**config.mk**
```make
export PLATFORM = sky130hd
export DESIGN_NAME = inst_fetch_unit
export DESIGN_NICKNAME = d
export VERILOG_FILES = /design/src/rtl/rv_core_pkg.sv /design/src/rtl/fetch_fifo.sv /design/src/rtl/inst_fetch_unit.sv
export SDC_FILE = /design/constraint.sdc
export NUM_CORES = 1
export LEC_CHECK = 0
export CAP_MARGIN = 20
export CORE_MARGIN = 2
export CORE_UTILIZATION = 54
export CTS_BUF_LIST = sky130_fd_sc_hd__clkbuf_4 sky130_fd_sc_hd__clkbuf_8
export CTS_CLUSTER_DIAMETER = 200
export DETAILED_ROUTE_END_ITERATION = 7
export GPL_TIMING_DRIVEN = 0
export PLACE_DENSITY = 0.9
export SLEW_MARGIN = 25
export SYNTH_ARGS = -nofsm -noshare
export SYNTH_HDL_FRONTEND = slang
export SYNTH_SLANG_ARGS = --single-unit
```
**constraint.sdc**
```tcl
create_clock -name clk -period 13.55 [get_ports clk]
set_clock_uncertainty 0.2 [all_clocks]
set_input_delay 4.065 -clock clk [delete_from_list [all_inputs] [get_ports clk]]
set_output_delay 4.065 -clock clk [all_outputs]
set_load 0.05 [all_outputs]
```
**src/rtl/rv_core_pkg.sv**
```systemverilog
// Shared core definitions: architectural width, reset PC, canonical NOP and the
// base opcode map used by both fetch and decode.
package rv_core_pkg;

  localparam int XLEN = 32;

  localparam logic [XLEN-1:0] RESET_PC_DEFAULT = 32'h0000_0000;
  localparam logic [XLEN-1:0] INST_NOP         = 32'h0000_0013;

  localparam logic [6:0] OPC_RTYPE  = 7'b0110011;
  localparam logic [6:0] OPC_ITYPE  = 7'b0010011;
  localparam logic [6:0] OPC_LOAD   = 7'b0000011;
  localparam logic [6:0] OPC_STORE  = 7'b0100011;
  localparam logic [6:0] OPC_BRANCH = 7'b1100011;
  localparam logic [6:0] OPC_JAL    = 7'b1101111;
  localparam logic [6:0] OPC_JALR   = 7'b1100111;
  localparam logic [6:0] OPC_LUI    = 7'b0110111;
  localparam logic [6:0] OPC_AUIPC  = 7'b0010111;

  typedef enum logic {
    FETCH_BOOT = 1'b0,
    FETCH_RUN  = 1'b1
  } fetch_state_e;

  function automatic logic [XLEN-1:0] word_align(input logic [XLEN-1:0] addr);
    return {addr[XLEN-1:2], 2'b00};
  endfunction

endpackage

```
**src/rtl/fetch_fifo.sv**
```systemverilog
// Small synchronous instruction buffer with flush; push and pop may occur in
// the same cycle, even when full.
module fetch_fifo #(
  parameter  int WIDTH = 32,
  parameter  int DEPTH = 2,
  localparam int AW    = $clog2(DEPTH),
  localparam int CW    = AW + 1
) (
  input  logic             clk,
  input  logic             rst,
  input  logic             flush,
  input  logic             push,
  input  logic [WIDTH-1:0] push_data,
  input  logic             pop,
  output logic [WIDTH-1:0] head,
  output logic [CW-1:0]    count,
  output logic             empty,
  output logic             full
);

  logic [WIDTH-1:0] mem [DEPTH];
  logic [AW-1:0]    wr_ptr;
  logic [AW-1:0]    rd_ptr;
  logic             do_push;
  logic             do_pop;

  assign empty   = (count == '0);
  assign full    = (count == CW'(DEPTH));
  assign do_pop  = pop && !empty;
  assign do_push = push && (!full || do_pop);
  assign head    = mem[rd_ptr];

  // NOTE: the storage array has no reset; pointers and count define what is
  // valid, so resetting the data would only cost flops.
  always_ff @(posedge clk) begin
    if (do_push && !flush) mem[wr_ptr] <= push_data;
  end

  // NOTE: sequential state uses non-blocking assignments so every register
  // samples the pre-edge values of the others.
  always_ff @(posedge clk or posedge rst) begin
    if (rst) begin
      wr_ptr <= '0;
      rd_ptr <= '0;
      count  <= '0;
    end else if (flush) begin
      wr_ptr <= '0;
      rd_ptr <= '0;
      count  <= '0;
    end else begin
      if (do_push) wr_ptr <= wr_ptr + AW'(1);
      if (do_pop)  rd_ptr <= rd_ptr + AW'(1);
      count <= count + CW'(do_push) - CW'(do_pop);
    end
  end

endmodule

```
**src/rtl/inst_fetch_unit.sv**
```systemverilog
// Sequential instruction fetch with credit-limited memory requests, a small
// word buffer toward decode, and redirect flush of buffered/in-flight words.
module inst_fetch_unit
  import rv_core_pkg::*;
#(
  parameter logic [XLEN-1:0] RESET_PC   = RESET_PC_DEFAULT,
  parameter int              FIFO_DEPTH = 2
) (
  input  logic            clk,
  input  logic            rst,
  output logic            imem_req_valid,
  input  logic            imem_req_ready,
  output logic [XLEN-1:0] imem_req_addr,
  input  logic            imem_resp_valid,
  input  logic [XLEN-1:0] imem_resp_data,
  input  logic            redirect_valid,
  input  logic [XLEN-1:0] redirect_pc,
  output logic            inst_valid,
  input  logic            inst_ready,
  output logic [XLEN-1:0] inst,
  output logic [XLEN-1:0] inst_pc
);

  localparam int CW = $clog2(FIFO_DEPTH) + 1;

  fetch_state_e    state;
  logic [XLEN-1:0] fetch_pc;
  logic [XLEN-1:0] head_pc;
  logic [CW-1:0]   inflight;
  logic [CW-1:0]   inflight_next;
  logic [CW-1:0]   drop;
  logic [CW-1:0]   fifo_count;
  logic [CW:0]     credit_used;
  logic [XLEN-1:0] fifo_head;
  logic [XLEN-1:0] redirect_target;
  logic            fifo_empty;
  logic            fifo_full;
  logic            req_fire;
  logic            resp_fire;
  logic            push;
  logic            pop;

  // Words in flight plus words buffered never exceed the buffer size.
  assign credit_used    = {1'b0, inflight} + {1'b0, fifo_count};
  assign imem_req_valid = (state == FETCH_RUN) && !fifo_full &&
                          (credit_used < (CW+1)'(FIFO_DEPTH));
  assign imem_req_addr  = fetch_pc;

  assign req_fire        = imem_req_valid && imem_req_ready;
  assign resp_fire       = imem_resp_valid;
  assign inflight_next   = inflight + CW'(req_fire) - CW'(resp_fire);
  assign redirect_target = word_align(redirect_pc);

  assign push = resp_fire && (drop == '0) && !redirect_valid;
  assign pop  = inst_valid && inst_ready;

  assign inst_valid = !fifo_empty;
  assign inst       = fifo_empty ? '0 : fifo_head;
  assign inst_pc    = head_pc;

  fetch_fifo #(
    .WIDTH (XLEN),
    .DEPTH (FIFO_DEPTH)
  ) u_fifo (
    .clk       (clk),
    .rst       (rst),
    .flush     (redirect_valid),
    .push      (push),
    .push_data (imem_resp_data),
    .pop       (pop),
    .head      (fifo_head),
    .count     (fifo_count),
    .empty     (fifo_empty),
    .full      (fifo_full)
  );

  always_ff @(posedge clk or posedge rst) begin
    if (rst) begin
      state    <= FETCH_BOOT;
      fetch_pc <= RESET_PC;
      head_pc  <= RESET_PC;
      inflight <= '0;
      drop     <= '0;
    end else begin
      if (state == FETCH_BOOT) state <= FETCH_RUN;
      inflight <= inflight_next;
      if (redirect_valid) begin
        // Everything still outstanding after this edge belongs to the old path.
        fetch_pc <= redirect_target;
        head_pc  <= redirect_target;
        drop     <= inflight_next;
      end else begin
        if (req_fire)                  fetch_pc <= fetch_pc + 32'd4;
        if (pop)                       head_pc  <= head_pc + 32'd4;
        if (resp_fire && drop != '0)   drop     <= drop - CW'(1);
      end
    end
  end

endmodule

```
==> impl_metrics.tcl, run 1 <==
set metrics [dict create \
    vdd_drop_max_uv 181 \
    insertion_delay_ns 0.45 \
    number_of_failing_hold_endpoints_at_the_final_stage 0 \
    synth_top_area_cells "sky130_fd_sc_hd__edfxtp_1 (30%), sky130_fd_sc_hd__dfrtp_1 (27%), sky130_fd_sc_hd__mux2_2 (7.2%)" \
    cts.clk_slew.worst_paths_ns 0.08 \
    critical_path_arrival_ns 2.69 \
    power.share.switching_pct 43.8 \
    cts-resized-gates 0 \
    initial_drc_count 526 \
    gate_power_share_pct 47.1 \
    number_of_enable_flip_flop_cells_after_synthesis 64 \
    critPathKind "reg -> out" \
    worstReg2RegEnd "drop[1]$_DFFE_PP0P_" \
    clock_tree.htree_level_count 4 \
    yosysWarnings 0 \
    seqCellArea_mm2 0.00365 \
    tritoncts_num_sinks 133 \
    layout-drive-gt1-share_pct 14.4 \
    synth-xor-area-share_pct 8.10 \
    synth_area_per_cell_um2 12.3 \
    die_y_um 113 \
    path_depth 5 \
    final_layout_fill_cell_count 751 \
    netlist_area_mm2 0.00638 \
    startpoint_type "flop" \
    wire_length_of_the_first_global_routing_pass_um 25600 \
    synth_sequential_area_ratio_pct 57.2 \
    io_pins 168 \
    utilization_pct 75.1 \
    first_global_vias 5032 \
    wl_per_cell_um 18.4 \
    cells_after_synth 518 \
    min-delay-start "inflight[0]$_DFF_PP0_" \
    initial_core_utilization_pct 55.7 \
    hold_path.class "reg -> reg" \
    worst-r2r-cell-count 11 \
    power.net_switching_mw 0.665 \
    yosys.cell_types.count 44 \
    cell_internal_pwr_mw 0.854 \
    detail_route.vias_per_cell 5.65 \
    design.die.area_mm2 0.0127 \
    cts.repair_timing.setup_buffer_count 0 \
    core_area_mm2 0.0115 \
    timing.critical_path.cells "and2_1 > fa_1 > nor2_1 > and3_1 > clkdlybuf4s50_1" \
    crit-reg2reg-launch "u_fifo.count[0]$_DFF_PP0_" \
    diodes_inserted 0 \
    antenna_found_initial 0 \
    setup.worst_path.end_class "output port" \
    timing.critical_path.slowest_stage_cell "sky130_fd_sc_hd__clkdlybuf4s50_1" \
    synth_largest_area_cell "sky130_fd_sc_hd__edfxtp_1" \
    pwr_dens_mw_per_mm2 176 \
    numPortBuffers 160 \
    globalRouteTotalUtil_pct 26.0 \
    placedCellCount 832 \
    final.setup.tns_ns 0 \
    cts_tree "done" \
    gr-total-overflow 0 \
    place_congestion 0.871 \
    finalNetCount 786 \
    synth_largest_type_area_fraction_pct 30.1 \
    hold_path_end "inflight[0]$_DFF_PP0_" \
    rsz0062_at_grt "false" \
    synthAdderAreaFrac_pct 1.69 \
    post_layout_nonfiller_instances 864 \
    ratio_of_final_minimum_period_to_clock_period_pct 51.3 \
    hold_depth 1 \
    buffering_stage_count_on_the_worst_path_with_inverters_included 1 \
    synth.area.mux_share_pct 12.6 \
    cts.path.max_buffers 2 \
    detail-route-antenna-nets 0 \
    area.growth.synth_to_final_pct 35.0 \
    vias 4880 \
    row_count 39 \
    grt_start_max_net_pins 56 \
    clock_power_share_pct 18.9 \
    cts_made_buffers 17 \
    cp_top_family "buffers and inverters" \
    maxSlewViolCount 0 \
    timing.final.crit_period_ns 6.96 \
    crit_required_ns 9.28 \
    path_max_fanout 5 \
    total_wirelength_of_the_detailed_routed_design_um 15900 \
    reg2reg_setup_slack_ns 10.53 \
    leakage_power_of_the_design_nw 3.25 \
    post_synth_and_or_nand_nor_area_fraction_pct 15.0 \
    yosys_most_used_dff "sky130_fd_sc_hd__dfrtp_1" \
    max_slew.worst_pin.slew_ns 0.827 \
    synthArstFlopShare_pct 51.9 \
    die_width_um 113 \
    power.sequential.fraction_pct 34.0 \
    cp_slowest_stage_delay_ns 0.82 \
    drc 0 \
    worst_slew_margin_rel_pct 44.7 \
    status "finished clean" \
    ys_ff_latch 133 \
    cts_root_buf "sky130_fd_sc_hd__clkbuf_8" \
    timing.final.setup_violations 0 \
    synth_top_family_by_area "simple AND/OR/NAND/NOR gates" \
    synth_compound_gate_area_share_pct 2.82 \
    dp_hpwl_um 11900 \
    drt_first_pass_iters 5 \
    multi_input_area_mm2 0.00259 \
    fmax_ghz 0.144 \
    cts_hold_buffers 0 \
    max_cap_viol_count 0 \
]
-- synthesized netlist by cell type, types with 2 or more instances --
| cell | count |
|---|---|
| sky130_fd_sc_hd__xor2_1 | 18 |
| sky130_fd_sc_hd__clkbuf_1 | 12 |
| sky130_fd_sc_hd__o21ai_0 | 5 |
| sky130_fd_sc_hd__xnor2_1 | 41 |
| sky130_fd_sc_hd__nand4_1 | 23 |
| sky130_fd_sc_hd__nand3_1 | 30 |
| sky130_fd_sc_hd__nor3_1 | 11 |
| sky130_fd_sc_hd__buf_4 | 4 |
| sky130_fd_sc_hd__dfrtp_1 | 69 |
| sky130_fd_sc_hd__inv_1 | 10 |
| sky130_fd_sc_hd__and3_1 | 12 |
| sky130_fd_sc_hd__conb_1 | 2 |
| sky130_fd_sc_hd__edfxtp_1 | 64 |
| sky130_fd_sc_hd__nor2_1 | 53 |
| sky130_fd_sc_hd__a21boi_1 | 7 |
| sky130_fd_sc_hd__mux2_2 | 41 |
| sky130_fd_sc_hd__nand2b_1 | 8 |
| sky130_fd_sc_hd__or3_1 | 2 |
| sky130_fd_sc_hd__nor4_1 | 3 |
| sky130_fd_sc_hd__buf_2 | 7 |
| sky130_fd_sc_hd__and2_1 | 4 |
| sky130_fd_sc_hd__nor4_4 | 3 |
| sky130_fd_sc_hd__a21oi_1 | 6 |
| sky130_fd_sc_hd__ha_1 | 7 |
| sky130_fd_sc_hd__mux2i_1 | 34 |
| sky130_fd_sc_hd__and4_1 | 4 |
| sky130_fd_sc_hd__a31oi_1 | 4 |
| sky130_fd_sc_hd__nand2_1 | 18 |
-- logic make-up (layout without fill, tap and decap cells) --
group | count (synthesis) | count (layout)
AO/OA/AOI/OAI | 28 | 28
XOR/XNOR | 59 | 59
adder cells (fa/ha/maj) | 8 | 8
buffers and inverters | 35 | 235
flip-flops | 133 | 133
multiplexers | 75 | 75
other | 2 | 5
AND/OR/NAND/NOR | 178 | 178
-- flip-flops by register name, summed over array words and instances (netlist names) --
register and count:
inflight 2, state 1, u_fifo.count 2, u_fifo.mem 64
imem_req_addr 30, inst_pc 30, u_fifo.rd_ptr 1, drop 2
u_fifo.wr_ptr 1
-- power groups by stage --
stage	combinational (mW)	sequential, mW	clock, mW
after detailed placement	0.714	0.524	0
after floorplan	0.407	0.594	0
after CTS	0.717	0.516	0.291
final	0.715	0.517	0.287
after global routing	0.753	0.523	0.308
after global placement	0.692	0.523	0
-- area by class of cell --
cell class,count,area share (%)
buffer,24,1.41
sequential,133,42.4
clock inverter,13,1.00
timing repair buffer,168,19.6
clock buffer,19,2.96
inverter,11,0.508
tap,143,2.08
multi-input combinational,353,30.1
-- routing by layer --
metal  up-vias  wire (um)  global-route usage, %
met4         0        425                   10.3
li1       2240          -                      -
met3        40       1260                   8.19
met2       214       7810                   43.4
met5         -          0                      0
met1      2386       6430                   31.7
-- worst max-delay path by stage --
stage	start	slack, ns	to
6_report	u_fifo.count[0]$_DFF_PP0_	6.59	imem_req_valid
3_5_place_dp	u_fifo.count[0]$_DFF_PP0_	7.06	imem_req_valid
5_1_grt	u_fifo.count[0]$_DFF_PP0_	6.46	imem_req_valid
4_1_cts	u_fifo.count[0]$_DFF_PP0_	6.58	imem_req_valid
2_1_floorplan	redirect_valid	5.37	u_fifo.mem[0][0]$_DFFE_PP_
3_3_place_gp	imem_resp_valid	3.41	u_fifo.mem[0][19]$_DFFE_PP_
-- per-stage QoR --
| step | power (mW) | setup WS (ns) | instance area, um^2 | hold WS (ns) |
|---|---|---|---|---|
| finish | 1.52 | 6.59 | 8610 | 0.370 |
| global route | 1.58 | 6.46 | 8610 | 0.379 |
| CTS | 1.52 | 6.58 | 8610 | 0.368 |
| detailed placement | 1.24 | 7.06 | 8270 | 0.351 |
| global placement | 1.22 | 3.41 | 8170 | 0.310 |
| floorplan | 1.00 | 5.37 | 6390 | 0.292 |
-- placed cells by master, fill, tap and decap left out, drive strengths merged, types with 18 or more instances in the layout --
cell,n
nor2,54
xor2,18
buf,20
clkdlybuf4s50,160
clkbuf,31
xnor2,41
nand2,18
nand3,31
mux2,41
mux2i,34
dfrtp,69
nand4,24
edfxtp,64
Note: power is estimated with default switching activity, not from simulation.
==> run 2, diff against run 1 <==
--- a/config.mk
+++ b/config.mk
@@ -7,12 +7,12 @@
 export LEC_CHECK = 0
 export CAP_MARGIN = 20
 export CORE_MARGIN = 2
-export CORE_UTILIZATION = 54
+export CORE_UTILIZATION = 51
 export CTS_BUF_LIST = sky130_fd_sc_hd__clkbuf_4 sky130_fd_sc_hd__clkbuf_8
 export CTS_CLUSTER_DIAMETER = 200
 export DETAILED_ROUTE_END_ITERATION = 7
 export GPL_TIMING_DRIVEN = 0
-export PLACE_DENSITY = 0.9
+export PLACE_DENSITY = 0.85
 export SLEW_MARGIN = 25
 export SYNTH_ARGS = -nofsm -noshare
 export SYNTH_HDL_FRONTEND = slang
==> constraint.sdc (replaced) <==
create_clock -name clk -period 6.68 [get_ports clk]
set_clock_uncertainty 0.2 [all_clocks]
set_input_delay 2.004 -clock clk [delete_from_list [all_inputs] [get_ports clk]]
set_output_delay 2.004 -clock clk [all_outputs]
set_load 0.05 [all_outputs]
==> run 2 against run 1 <==
Against the previous run: largest cell class unchanged; via count down 2.0%; flip-flop and latch count unchanged; cell count up 2.9%; final area is 1.3% higher; first-iteration DRC count decreased by 43%; routed wire length is 0.77% higher; core utilization decreased by 3.1 points; critical endpoint unchanged; sequential power up 100%; critical path type unchanged; global-route usage down 1.3 points; largest power group unchanged; worst setup slack lost 4.9 ns.
==> impl_metrics.tcl, run 2 (synthesis gave the netlist of run 1 again) <==
set metrics [dict create \
    path_max_fanout 5 \
    critical_path_arrival_ns 2.74 \
    layout.cells.most_common_list "sky130_fd_sc_hd__clkdlybuf4s50_1 (160), sky130_fd_sc_hd__dfrtp_1 (69), sky130_fd_sc_hd__edfxtp_1 (64), sky130_fd_sc_hd__nor2_1 (53)" \
    final.setup.tns_ns 0 \
    die_y_um 116 \
    cts_tree "done" \
    globalRouteTotalUtil_pct 24.7 \
    vias 4784 \
    placement.setup.worst_slack_ns 2.21 \
    placedInstanceArea_mm2 0.00829 \
    tritoncts_num_sinks 133 \
    timing.critical_path.slowest_stage_cell "sky130_fd_sc_hd__clkdlybuf4s50_1" \
    pwr_dens_mw_per_mm2 370 \
    wire_length_of_the_first_global_routing_pass_um 25100 \
    io_pins 168 \
    row_count 40 \
    startpoint_type "flop" \
    rsz0062_at_grt "false" \
    diodes_inserted 0 \
    place_congestion 0.836 \
    wl_per_cell_um 18.0 \
    final.setup.worst_slack_ns 1.73 \
    total_wirelength_of_the_detailed_routed_design_um 16000 \
    utilization_pct 72.0 \
    buffering_stage_count_on_the_worst_path_with_inverters_included 1 \
    core_area_mm2 0.0121 \
    grt_start_max_net_pins 40 \
    leakage_power_of_the_design_nw 3.28 \
    worst_slew_margin_rel_pct 43.5 \
    detail_route.vias_per_cell 5.38 \
    layout-drive-gt1-share_pct 14.6 \
    critPathKind "reg -> out" \
    layout.cells.most_common "sky130_fd_sc_hd__clkdlybuf4s50_1" \
    timing.final.setup_violations 0 \
    vdd_drop_max_uv 143 \
    fmax_ghz 0.202 \
    antenna_found_initial 0 \
    numPortBuffers 160 \
    cp_top_family "buffers and inverters" \
    maxSlewViolCount 0 \
    max_cap_viol_count 0 \
    largest_register_ff_count 64 \
    cts_hold_buffers 0 \
    cts.repair_timing.setup_buffer_count 0 \
    stdcell_area_mm2 0.00873 \
    setup.worst_path.end_class "output port" \
    placedCellCount 857 \
    first_global_vias 5037 \
    number_of_failing_hold_endpoints_at_the_final_stage 0 \
    gr-total-overflow 0 \
    cts_made_buffers 17 \
    finalNetCount 786 \
    cts-resized-gates 0 \
    drc 0 \
    max_slew.worst_pin.slew_ns 0.844 \
    status "finished clean" \
    post_layout_nonfiller_instances 889 \
    ratio_of_final_minimum_period_to_clock_period_pct 74.1 \
    initial_core_utilization_pct 52.7 \
    largest_reg_by_ff_count "u_fifo.mem" \
    area.growth.synth_to_final_pct 36.7 \
    insertion_delay_ns 0.44 \
    cts_root_buf "sky130_fd_sc_hd__clkbuf_8" \
    crit_required_ns 4.48 \
    cp_slowest_stage_delay_ns 0.82 \
    clock_tree.htree_level_count 4 \
    detail-route-antenna-nets 0 \
    finalPower_mw 3.23 \
    whs_ns 0.351 \
    cts.clk_slew.worst_paths_ns 0.08 \
    dp_hpwl_um 11900 \
    drt_first_pass_iters 5 \
    initial_drc_count 300 \
    design.die.area_mm2 0.0134 \
    hold_path.class "reg -> reg" \
    timing.final.crit_period_ns 4.95 \
    cts.path.max_buffers 2 \
    die_width_um 116 \
    timing.critical_path.cells "and2_1 > fa_1 > nor2_1 > and3_1 > clkdlybuf4s50_1" \
]
run 2: cell types whose count changed in the layout (fill, tap and decap cells not counted), sizes merged:
cell / change
clkinv: -5
bufinv: +4
inv: +3
clkbuf: -2
run 2: worst reg2reg max path, delay by kind of cell (launching register included):
kind	cells	cell delay (ns)
buf+inv	1	0.04
compound gates	1	0.10
fa+ha+maj	3	1.04
simple gates	4	0.80
xor+xnor	2	0.37
flops	1	0.44
run 2: final cells by class:
type,instances,area (um^2)
inverter,11,43.8
buffer,24,121
clock buffer,17,234
sequential,133,3650
tap,168,210
timing repair buffer,168,1680
multi-input combinational,353,2590
clock inverter,15,201
fill,873,3390
run 2: final timing paths:
| kind | from | endpoint | slack (ns) | cells past startpoint |
|---|---|---|---|---|
| max | u_fifo.count[0]$_DFF_PP0_ | imem_req_valid | 1.73 | 5 |
| min | inflight[0]$_DFF_PP0_ | inflight[0]$_DFF_PP0_ | 0.35 | 1 |
| max reg2reg | u_fifo.count[0]$_DFF_PP0_ | drop[1]$_DFFE_PP0P_ | 3.59 | 11 |
| min reg2reg | inflight[0]$_DFF_PP0_ | inflight[0]$_DFF_PP0_ | 0.35 | 1 |
| max in group asynchronous | rst | imem_req_addr[28]$_DFFE_PP0P_ | 4.02 | 3 |
| min in group asynchronous | rst | inst_pc[13]$_DFFE_PP0N_ | 1.70 | 2 |
run 2: report_power, final:
| group | total (mW) | internal (mW) | leakage (nW) | switching, mW |
|---|---|---|---|---|
| registers | 1.05 | 0.961 | 1.38 | 0.0904 |
| logic | 1.44 | 0.502 | 1.68 | 0.940 |
| clock network | 0.736 | 0.409 | 0.213 | 0.327 |
| total | 3.23 | 1.87 | 3.28 | 1.36 |
run 2: routing by layer:
| layer | vias to the layer above | track usage, % | wire [um] |
|---|---|---|---|
| li1 | 2234 | - | - |
| met1 | 2322 | 28.7 | 6140 |
| met2 | 203 | 42.8 | 8160 |
| met3 | 25 | 8.58 | 1420 |
| met4 | 0 | 8.73 | 323 |
| met5 | - | 0 | 0 |
==> run 3, diff against run 2 <==
--- a/config.mk
+++ b/config.mk
@@ -7,12 +7,12 @@
 export LEC_CHECK = 0
 export CAP_MARGIN = 20
 export CORE_MARGIN = 2
-export CORE_UTILIZATION = 51
+export CORE_UTILIZATION = 46
 export CTS_BUF_LIST = sky130_fd_sc_hd__clkbuf_4 sky130_fd_sc_hd__clkbuf_8
 export CTS_CLUSTER_DIAMETER = 200
 export DETAILED_ROUTE_END_ITERATION = 7
 export GPL_TIMING_DRIVEN = 0
-export PLACE_DENSITY = 0.85
+export PLACE_DENSITY = 0.81
 export SLEW_MARGIN = 25
 export SYNTH_ARGS = -nofsm -noshare
 export SYNTH_HDL_FRONTEND = slang
==> constraint.sdc (replaced) <==
create_clock -name clk -period 4.4 [get_ports clk]
set_clock_uncertainty 0.2 [all_clocks]
set_input_delay 1.32 -clock clk [delete_from_list [all_inputs] [get_ports clk]]
set_output_delay 1.32 -clock clk [all_outputs]
set_load 0.05 [all_outputs]
==> run 3 against run 2 <==
Against the previous run: flip-flop and latch count did not move; highest routed layer unchanged; critical path type unchanged; die area rose by 10%; sequential power rose by 51%; largest power group unchanged; non-clock buffer count fell by 2; core utilization fell by 8.5 points; routed wire length fell by 2.6%; first-iteration DRC count rose by 3.0%; via count fell by 2.0%; total power rose by 48%; register-to-register slack got worse by 2.2 ns; clock-buffer cell count rose by 2.
==> impl_metrics.tcl, run 3 (synthesis gave the netlist of run 1 again) <==
set metrics [dict create \
    gate_power_share_pct 45.8 \
    largest_register_ff_count 64 \
    final_layout_fill_cell_count 1036 \
    die_y_um 122 \
    tritoncts_num_sinks 133 \
    first_global_vias 4810 \
    grt_start_max_net_pins 51 \
    worst-r2r-cell-count 11 \
    fmax_ghz 0.236 \
    cts_hold_buffers 0 \
    timing.critical_path.slowest_stage_cell "sky130_fd_sc_hd__clkdlybuf4s50_1" \
    setup.worst_path.end_class "output port" \
    area.growth.synth_to_final_pct 36.5 \
    cts_root_buf "sky130_fd_sc_hd__clkbuf_8" \
    maxSlewViolCount 0 \
    insertion_delay_ns 0.45 \
    numPortBuffers 160 \
    detail_route.vias_per_cell 5.21 \
    power.net_switching_mw 2.04 \
    finalPower_mw 4.78 \
    number_of_failing_hold_endpoints_at_the_final_stage 0 \
    wl_per_cell_um 17.4 \
    ratio_of_final_minimum_period_to_clock_period_pct 96.3 \
    vdd_drop_max_uv 205 \
    startpoint_type "flop" \
    path_max_fanout 5 \
    layout.cells.most_common_list "sky130_fd_sc_hd__clkdlybuf4s50_1 (160), sky130_fd_sc_hd__dfrtp_1 (69), sky130_fd_sc_hd__edfxtp_1 (64), sky130_fd_sc_hd__nor2_1 (53)" \
    cts-resized-gates 0 \
    timing.final.crit_period_ns 4.24 \
    rsz0062_at_grt "false" \
    cts.path.max_buffers 2 \
    min-delay-start "inflight[0]$_DFF_PP0_" \
    clock_power_share_pct 20.9 \
    status "finished clean" \
    initial_drc_count 309 \
    critical_path_arrival_ns 2.72 \
    power.sequential.fraction_pct 33.3 \
    largest_reg_by_ff_count "u_fifo.mem" \
    hold_depth 1 \
    cts.clk_slew.worst_paths_ns 0.08 \
    layout-drive-gt1-share_pct 14.3 \
    drc 0 \
    leakage_power_of_the_design_nw 3.26 \
    pwr_dens_mw_per_mm2 548 \
    critPathLaunch "u_fifo.count[0]$_DFF_PP0_" \
    core_area_mm2 0.0137 \
    cts_tree "done" \
    place_congestion 0.821 \
    whs_ns 0.342 \
    timing.final.setup_violations 0 \
    initial_core_utilization_pct 46.5 \
    cell_internal_pwr_mw 2.74 \
    cp_slowest_stage_delay_ns 0.85 \
    io_pins 168 \
    drt_first_pass_iters 4 \
    gr-total-overflow 0 \
    multi_input_area_mm2 0.00260 \
    max_cap_viol_count 0 \
    vias 4688 \
    max_slew.worst_pin.slew_ns 0.829 \
    diodes_inserted 0 \
    dp_hpwl_um 11700 \
    total_wirelength_of_the_detailed_routed_design_um 15600 \
    layout.cells.most_common "sky130_fd_sc_hd__clkdlybuf4s50_1" \
    seqCellArea_mm2 0.00365 \
    design.die.area_mm2 0.0148 \
    power.share.switching_pct 42.7 \
    antenna_found_initial 0 \
    crit_required_ns 2.88 \
    finalNetCount 784 \
    detail-route-antenna-nets 0 \
    cts.repair_timing.setup_buffer_count 0 \
    critPathKind "reg -> out" \
    hold_path.class "reg -> reg" \
    cts_made_buffers 17 \
    row_count 43 \
    globalRouteTotalUtil_pct 22.0 \
    clock_tree.htree_level_count 4 \
    wire_length_of_the_first_global_routing_pass_um 24600 \
    die_width_um 122 \
    worst_slew_margin_rel_pct 44.5 \
    crit-reg2reg-launch "u_fifo.count[0]$_DFF_PP0_" \
    timing.critical_path.cells "and2_1 > fa_1 > nor2_1 > and3_1 > clkdlybuf4s50_1" \
]
==> run 3: cell type report <==
type,instances,share of cell area (%)
Sequential cell,133,41.9
Clock buffer,19,2.86
Timing Repair Buffer,166,19.4
Tap cell,180,2.58
Inverter,11,0.503
Buffer,24,1.39
Multi-Input combinational cell,353,29.8
Clock inverter,13,1.52
==> run 3: final timing paths <==
check | endpoint | slack [ns]
worst min register to register | inflight[0]$_DFF_PP0_ | 0.34
min in group asynchronous | inst_pc[16]$_DFFE_PP0N_ | 0.97
worst max register to register | drop[1]$_DFFE_PP0P_ | 1.36
worst max-delay path | imem_req_valid | 0.16
max in group asynchronous | inst_pc[8]$_DFFE_PP0N_ | 2.49
worst min-delay path | inflight[0]$_DFF_PP0_ | 0.34
==> run 3: power by group through the flow <==
stage | clock network [mW] | logic [mW] | registers (mW)
final | 0.997 | 2.19 | 1.59
after global routing | 1.07 | 2.32 | 1.61
after CTS | 1.01 | 2.20 | 1.59
after detailed placement | 0 | 2.19 | 1.62
after global placement | 0 | 2.14 | 1.61
after floorplan | 0 | 1.25 | 1.83
==> run 3: per-stage QoR <==
| step | cells | cell area, um^2 | TNS (ns) | util [%] | setup slack [ns] |
|---|---|---|---|---|---|
| 6_report | 899 | 8710 | 0 | 63.5 | 0.164 |
| 5_1_grt | 899 | 8710 | 0 | 63.5 | 0.0563 |
| 4_1_cts | 899 | 8710 | 0 | 63.5 | 0.133 |
| 3_5_place_dp | 867 | 8330 | 0 | 60.7 | 0.637 |
| 3_3_place_gp | 861 | 8230 | -33.04 | 60.0 | -0.904 |
| 2_1_floorplan | 521 | 6400 | 0 | - | 0.303 |
==> run 3: worst max-delay path: cells and delay by family, from the launching register on <==
| family | cells | cell delay (ns) |
|---|---|---|
| adders and majority gates | 1 | 0.43 |
| DFF | 1 | 0.43 |
| buffers and inverters | 1 | 0.85 |
| and+or+nand+nor | 3 | 0.56 |
==> run 3: per-layer routing <==
| metal | wire length [um] | track usage (%) | share of wire [%] | up-vias |
|---|---|---|---|---|
| li1 | - | - | - | 2231 |
| met1 | 6630 | 27.9 | 42 | 2267 |
| met2 | 7640 | 36.3 | 49 | 176 |
| met3 | 1210 | 6.55 | 7.8 | 14 |
| met4 | 148 | 6.90 | 0.95 | 0 |
| met5 | 0 | 0 | 0 | - |
